File: src/rtl/uart_rx_fifo.sv
// 8N1 UART receiver (LSB first, idle high) feeding a first-word-fall-through receive FIFO.
// Bytes appear at rdata one cycle after the stop-bit sample; overrun/frame_err are sticky until clr.
module uart_rx_fifo #(
  parameter int CLKS_PER_BIT = 16,
  parameter int DEPTH        = 8,
  parameter int CW           = 4
) (
  input  logic          HCLK,
  input  logic          HRESETn,
  input  logic          rx,
  input  logic          rd,
  input  logic          clr,
  output logic [7:0]    rdata,
  output logic          empty,
  output logic          full,
  output logic [CW-1:0] count,
  output logic          overrun,
  output logic          frame_err
);

  localparam int AW   = $clog2(DEPTH);
  localparam int CNTW = $clog2(CLKS_PER_BIT);
  localparam logic [CNTW-1:0] HALF_M1 = CNTW'(CLKS_PER_BIT / 2 - 1);
  localparam logic [CNTW-1:0] FULL_M1 = CNTW'(CLKS_PER_BIT - 1);

  typedef enum logic [2:0] {S_IDLE, S_START, S_DATA, S_STOP, S_BREAK} state_t;

  state_t          state, state_n;
  logic [CNTW-1:0] clk_cnt, clk_n;
  logic [2:0]      bit_cnt, bit_n;
  logic [7:0]      shift, shift_n;
  logic            rx_meta, rx_s;
  logic            push, ferr_evt;

  logic [7:0]    mem [DEPTH];
  logic [AW-1:0] wptr, rptr;
  logic          pop, wr, ovr_evt;

  always_ff @(posedge HCLK) begin
    if (!HRESETn) begin
      rx_meta <= 1'b1;
      rx_s    <= 1'b1;
    end else begin
      rx_meta <= rx;
      rx_s    <= rx_meta;
    end
  end

  always_ff @(posedge HCLK) begin
    if (!HRESETn) begin
      state   <= S_IDLE;
      clk_cnt <= '0;
      bit_cnt <= '0;
      shift   <= '0;
    end else begin
      state   <= state_n;
      clk_cnt <= clk_n;
      bit_cnt <= bit_n;
      shift   <= shift_n;
    end
  end

  always_comb begin
    state_n  = state;
    clk_n    = clk_cnt;
    bit_n    = bit_cnt;
    shift_n  = shift;
    push     = 1'b0;
    ferr_evt = 1'b0;
    case (state)
      S_IDLE: begin
        if (!rx_s) begin
          state_n = S_START;
          clk_n   = '0;
        end
      end
      S_START: begin
        // Re-check the line at mid start bit so short low pulses are ignored.
        if (clk_cnt == HALF_M1) begin
          if (rx_s) begin
            state_n = S_IDLE;
          end else begin
            state_n = S_DATA;
            bit_n   = '0;
            clk_n   = '0;
          end
        end else begin
          clk_n = clk_cnt + CNTW'(1);
        end
      end
      S_DATA: begin
        if (clk_cnt == FULL_M1) begin
          clk_n            = '0;
          shift_n[bit_cnt] = rx_s;
          if (bit_cnt == 3'd7) state_n = S_STOP;
          else                 bit_n   = bit_cnt + 3'd1;
        end else begin
          clk_n = clk_cnt + CNTW'(1);
        end
      end
      S_STOP: begin
        if (clk_cnt == FULL_M1) begin
          clk_n = '0;
          if (rx_s) begin
            push    = 1'b1;
            state_n = S_IDLE;
          end else begin
            ferr_evt = 1'b1;
            state_n  = S_BREAK;
          end
        end else begin
          clk_n = clk_cnt + CNTW'(1);
        end
      end
      S_BREAK: begin
        if (rx_s) state_n = S_IDLE;
      end
      default: state_n = S_IDLE;
    endcase
  end

  assign empty   = (count == '0);
  assign full    = (count == CW'(DEPTH));
  assign pop     = rd && !empty;
  // A pop in the same cycle frees the slot, so a push into a full FIFO still lands.
  assign wr      = push && (!full || pop);
  assign ovr_evt = push && full && !pop;
  assign rdata   = mem[rptr];

  always_ff @(posedge HCLK) begin
    if (!HRESETn) begin
      wptr      <= '0;
      rptr      <= '0;
      count     <= '0;
      overrun   <= 1'b0;
      frame_err <= 1'b0;
      for (int i = 0; i < DEPTH; i++) mem[i] <= '0;
    end else begin
      if (wr) begin
        mem[wptr] <= shift;
        wptr      <= wptr + AW'(1);
      end
      if (pop) rptr <= rptr + AW'(1);
      case ({wr, pop})
        2'b10:   count <= count + CW'(1);
        2'b01:   count <= count - CW'(1);
        default: count <= count;
      endcase
      overrun   <= (overrun & ~clr) | ovr_evt;
      frame_err <= (frame_err & ~clr) | ferr_evt;
    end
  end

endmodule

File: config.mk
export PLATFORM = sky130hd
export DESIGN_NAME = uart_rx_fifo
export DESIGN_NICKNAME = d
export VERILOG_FILES = /design/src/rtl/uart_rx_fifo.sv
export SDC_FILE = /design/constraint.sdc
export NUM_CORES = 1
export LEC_CHECK = 0
export CAP_MARGIN = 30
export CORE_ASPECT_RATIO = 2
export CORE_MARGIN = 2
export CORE_UTILIZATION = 55
export CTS_CLUSTER_DIAMETER = 80
export DETAILED_ROUTE_END_ITERATION = 7
export PLACE_DENSITY = 0.86
export REMOVE_ABC_BUFFERS = 1
export SYNTH_ARGS = -nofsm -noshare
export SYNTH_HDL_FRONTEND = slang
export SYNTH_SLANG_ARGS = --single-unit
File: constraint.sdc
create_clock -name HCLK -period 2.5 [get_ports HCLK]
set_input_delay 0.25 -clock HCLK [delete_from_list [all_inputs] [get_ports HCLK]]
set_output_delay 0.25 -clock HCLK [all_outputs]
set_load 0.02 [all_outputs]
Word-level counts from Yosys, hierarchy flattened
Memories as Yosys holds them, arrays and structs flattened. A register that Yosys moved wholly into a read port is not among the register bits. Cells that the tools add are included.

Memory bits (writable): 64. Bits in registers: 32. Memories: 1. Bits of input ports: 5.

Muxes and demuxes: 37. Magnitude comparators: 2. $add $sub $neg: 6. Eq/ne operators: 18. Bitwise logic cells: 5. Reduce and logical (&&, ||, !) cells: 19.

Memories: mem (depth 8, width 8, read ports 1, clocked after memory_dff 1, write ports 8, RTL line 35) `logic [7:0] mem [DEPTH];`.

Operators with widths (count): 2-to-1 mux 3 bit (14); inequality test 2 bit (second input constant) (8); case mux 3 bit (5 select lines) (1); 2-to-1 mux 1 bit (12); 2-to-1 mux 4 bit (3); case mux 4 bit (3 select lines) (1); adder 3 x 1 -> 3 bit (second input constant) (3); adder 4 x 1 -> 4 bit (second input constant) (2); bitwise mux 8 bit (1); equality test 4 bit (second input constant) (2); 2-to-1 mux 8 bit (1); case mux 4 bit (2 select lines) (1); OR reduction 8 bit (1); equality test 3 x 2 -> 1 bit (second input constant) (2); equality test 3 bit (second input constant) (2); case mux 3 bit (2 select lines) (1); AND reduction 6 bit (1); logical AND 1 bit (5); AND reduction 5 bit (1); equality test 4 x 3 -> 1 bit (second input constant) (1); logical NOT 4 bit (1); < comparator 3 x 4 -> 1 bit (second input constant) (1); nonzero test 2 bit (2); subtractor 4 x 1 -> 4 bit (second input constant) (1); 15 further kinds (19).

Logic depth before layout (Yosys ltp)
Depth in word-level cells: 10. Depth in mapped cells: 9. Gate-level depth less buffers: 8.

Worst setup path after synthesis
Ideal clock, no wire load.

Kind: register to register. From: register clk_cnt[0]. To: memory mem[0][0], enable pin. Stages on the path, launching flop included: 7. Setup time: 0.387 ns. Slack: 0.140 ns. Arrival time: 1.974 ns. Buffers on the path: 1. Clock period less this slack: 2.360 ns. Cells stage by stage: dfxtp_1 > ha_1 > buf_4 > nand2b_1 > nor3_4 > nand4b_4 > o31ai_1.

RTL lines: from (decl) (RTL line 29) `logic [CNTW-1:0] clk_cnt, clk_n;`; from (signal assigned) (RTL line 57) `clk_cnt <= clk_n;`; to (decl) (RTL line 35).

==> results summary <==
The largest net degree at the start of global routing is 33. The floorplan has 48 rows. The final routed wirelength across all metal layers came out at ~9.9 mm. The count of final max-slew check failures came to 0.

sky130_fd_sc_hd__edfxtp_1 takes more of the synthesized area than any other cell. In this run the static leakage power is slightly below 2 nW. The number of vias per cell is approximately 6.

The first detailed-routing pass took 5 iterations. The clock latency on the worst-skew pair came out at ~0.34 ns. Of the total synthesized cell area, the portion taken by AND, OR, NAND and NOR gates is 0.199. The overall power consumption came out at just under 4 mW.

TritonCTS built the clock tree. The count of buffers added by post-CTS timing repair for setup is 0. The I/O pin total is 21. The post-cts resize count came out at 1. After clock tree synthesis, the clock-pin slew on the worst setup and hold paths is about 0.070 ns. The number of antenna violations at the first check in global routing was 0. The per-cell routed wire length is ~19 um. After synthesis, the cell types taking the most area are sky130_fd_sc_hd__edfxtp_1, sky130_fd_sc_hd__dfxtp_1, sky130_fd_sc_hd__mux4_2. The post-synthesis cell area is 4900 um^2. The root cell of the clock tree is sky130_fd_sc_hd__clkbuf_16. The synthesized instance count is roughly 400. The number of filler instances in the final layout came out at 640.

The worst setup path is of the reg -> out kind. The starting density of the core is 0.567. The most used flip-flop cell after synthesis is sky130_fd_sc_hd__edfxtp_1. Of the cells placed in the final design, the portion with a size suffix greater than 1 is 0.220.

In this run the worst hold path is classified as reg -> reg. The largest fanout of any net on the critical path is 16. The final global-route overflow total is 0. The peak supply drop is around 0.45 mV. The final cell count without fillers came out at ~520. Data arrives at the worst endpoint at between 2 and 2.5 ns. Signal routing reaches up to met4. The area growth from synthesis to layout is 13.2%. The smallest clock period supported by the final layout is computed as 2.29 ns.

The proportion of synthesized chip area in sequential cells is 0.535. Measured against the total synthesized area, the mux share comes to 0.125. The share of flip-flops with an asynchronous set or reset after synthesis is 0.

The final core area utilization is 0.641. The count of antenna-violating nets left after detailed routing is 0. The number of global-route vias before repair came to 3277.

The worst setup path is captured at a primary output. In this run the critical register-to-register path is captured at mem[1][0]$_SDFFCE_PN0P_. For the final database, setup skew stands at between 0.007 and 0.008 ns. The share of the synthesized area in the top cell type is 0.392. Including well taps, the total number of placed cells is just over 500. The sort of element at the start of the critical path is a flop.

The count of final hold-check violations came to 0. The share of the synthesized area in compound gates (AO/OA/AOI/OAI) is 0.0695. The DRC violation count after routing is 0. The routed design uses 258 um of met3 wire. In the finished design, the share of the clock period the worst path needs comes to 0.917. The count of input and output buffers came out at 20. Max-cap violations in this run came to 0.

The count of flip-flops with a built-in enable after synthesis came out at 64. The flop-to-flop setup slack is roughly 0.28 ns. Hold is met by about 0.41 ns. The data required time of the critical path came out at about 2.3 ns. The placer congestion estimate came out at 0.807. The post-route cell area came out at around 5500 um^2.

The total power per unit cell area is between 700 and 800 nW/um^2. The violation count after the first detailed-routing iteration came out at 274. The total CTS buffers came out at 9.

The count of antenna diodes in the layout came out at 0. The post-synthesis area per instance is approximately 12 um^2. The die area came out at approximately 10000 um^2. The fraction of the mapped netlist area in adder cells came out at 0.0153. The maximum clock path buffer count is 2. The number of unique standard cell types used by synthesis came out at 56.

The most critical setup path has its endpoint at rdata[1]. Detailed routing placed a total of 5.87 mm of wire on met2. Measured along the y axis, the die boundary spans 137 um. For the pin with the worst max-slew slack, the measured transition is roughly 0.55 ns. The wire-length estimate of the detail-placed layout is 6.99 mm. The overall fraction of global-route tracks in use is 0.220. The net total in the final layout is approximately 430. The H-tree was split into 3 levels. By area, the combinational part of the netlist is dominated by simple AND/OR/NAND/NOR gates. The count of warnings emitted by yosys came out at 0. The xor/xnor cell area share of the yosys netlist came out at 0.00715.

The met1 layer wirelength in the final routing came out at around 3.4 mm. Setup violations remaining at the end of the flow were counted as 0. The total core area is 8650 um^2. The total of hold buffers inserted after clock tree synthesis is 0. The flow ran to the end, and the final reports show no timing, DRC or antenna violations. Summed over all failing endpoints, the final setup total negative slack is 0 ns. Counting every sink on the clock net gives slightly below 100. The depth of the worst register-to-register path is 6. The startpoint identified for the worst hold timing path is rx_meta$_SDFF_PN1_. The worst register-to-register path begins at clk_cnt[0]$_SDFFE_PN0P_. The setup slack of the critical path after layout came out at 0.209 ns. The worst setup slack before clock tree synthesis came out at between 0.2 and 0.25 ns. The max-slew headroom at the worst pin came out at 0.630.

The area of placed instances is 5220 um^2. The die width came out at 70.7 um. The timing-limited maximum frequency came out at ~0.44 GHz. The flip-flop and latch count after synthesis came out at around 100. The hold path depth is 1. The total number of vias came out at about 3200. The first global-routing pass estimated 16.3 mm of wire. Setup repair after global routing left no endpoint under its margin.
-- where the power goes --
group,leakage (nW),internal [mW],switching [mW]
Clock,0.146,0.862,0.571
Combinational,0.910,0.313,0.291
Sequential,0.903,1.81,0.0570
Total,1.96,2.99,0.919
-- layout make-up --
cell class,instances,area (um^2),area share
Sequential cell,99,2620,0.473
Multi-Input combinational cell,251,2030,0.367
Timing Repair Buffer,44,409,0.0737
Clock buffer,9,225,0.0406
Tap cell,100,125,0.0226
Clock inverter,7,82.6,0.0149
Inverter,13,48.8,0.00880
-- cells in the final DEF, fill, tap and decap left out, types with 13 or more instances in the layout --
master / synthesis / layout
sky130_fd_sc_hd__inv_1: 13 / 13
sky130_fd_sc_hd__nand2_1: 21 / 21
sky130_fd_sc_hd__o21ai_0: 14 / 14
sky130_fd_sc_hd__buf_4: 3 / 23
sky130_fd_sc_hd__nor2_1: 24 / 24
sky130_fd_sc_hd__dfxtp_1: 35 / 35
sky130_fd_sc_hd__nor3_1: 42 / 42
sky130_fd_sc_hd__edfxtp_1: 64 / 64
sky130_fd_sc_hd__mux4_2: 16 / 16
sky130_fd_sc_hd__mux2i_1: 16 / 16
sky130_fd_sc_hd__nand2b_1: 13 / 13
-- flip-flops by register name, indices dropped and copies added (netlist names), named ones only --
name	count
count	4
overrun	1
state	3
wptr	3
frame_err	1
mem	64
rptr	3
rx_meta	1
shift	8
clk_cnt	4
bit_cnt	3
rx_s	1
-- cell families after synthesis --
logic type | count (synthesis)
AOI/OAI and AO/OA | 45
xor gates and xnor gates | 4
adders and majority gates | 6
buffers and inverters | 47
DFF | 99
muxes | 40
and+or+nand+nor | 156
-- metal layers --
metal / vias up / GRT usage
li1: 1533 / -
met1: 1577 / 0.226
met2: 65 / 0.422
met3: 18 / 0.0366
met4: 0 / 0.103
met5: - / 0
-- worst min path at each step --
| stage | to | slack (ns) |
|---|---|---|
| 2_1_floorplan | rx_meta$_SDFF_PN1_ | 0.32 |
| 3_3_place_gp | rx_s$_SDFF_PN1_ | 0.39 |
| 3_5_place_dp | rx_s$_SDFF_PN1_ | 0.40 |
| 4_1_cts | rx_s$_SDFF_PN1_ | 0.42 |
| 5_1_grt | rx_s$_SDFF_PN1_ | 0.44 |
| 6_report | rx_s$_SDFF_PN1_ | 0.41 |
-- cells in the mapped netlist (9+ instances only) --
library cell and n:
sky130_fd_sc_hd__nor2_1 24, sky130_fd_sc_hd__mux2i_1 16, sky130_fd_sc_hd__o21ai_0 14, sky130_fd_sc_hd__clkbuf_1 12
sky130_fd_sc_hd__nor3_2 9, sky130_fd_sc_hd__edfxtp_1 64, sky130_fd_sc_hd__nand2_1 21, sky130_fd_sc_hd__inv_1 13
sky130_fd_sc_hd__mux4_2 16, sky130_fd_sc_hd__dfxtp_1 35, sky130_fd_sc_hd__nor4_2 12, sky130_fd_sc_hd__nor3_1 42
sky130_fd_sc_hd__nand2b_1 13
-- worst max-delay path, cell delays in order, from the launching register on --
cell and delay, ns:
sky130_fd_sc_hd__dfxtp_1 0.35, sky130_fd_sc_hd__buf_12 0.19, sky130_fd_sc_hd__mux4_2 0.53, sky130_fd_sc_hd__mux2_2 0.29, sky130_fd_sc_hd__dlygate4sd2_1 0.32
Note: power is estimated with default switching activity, not from simulation.
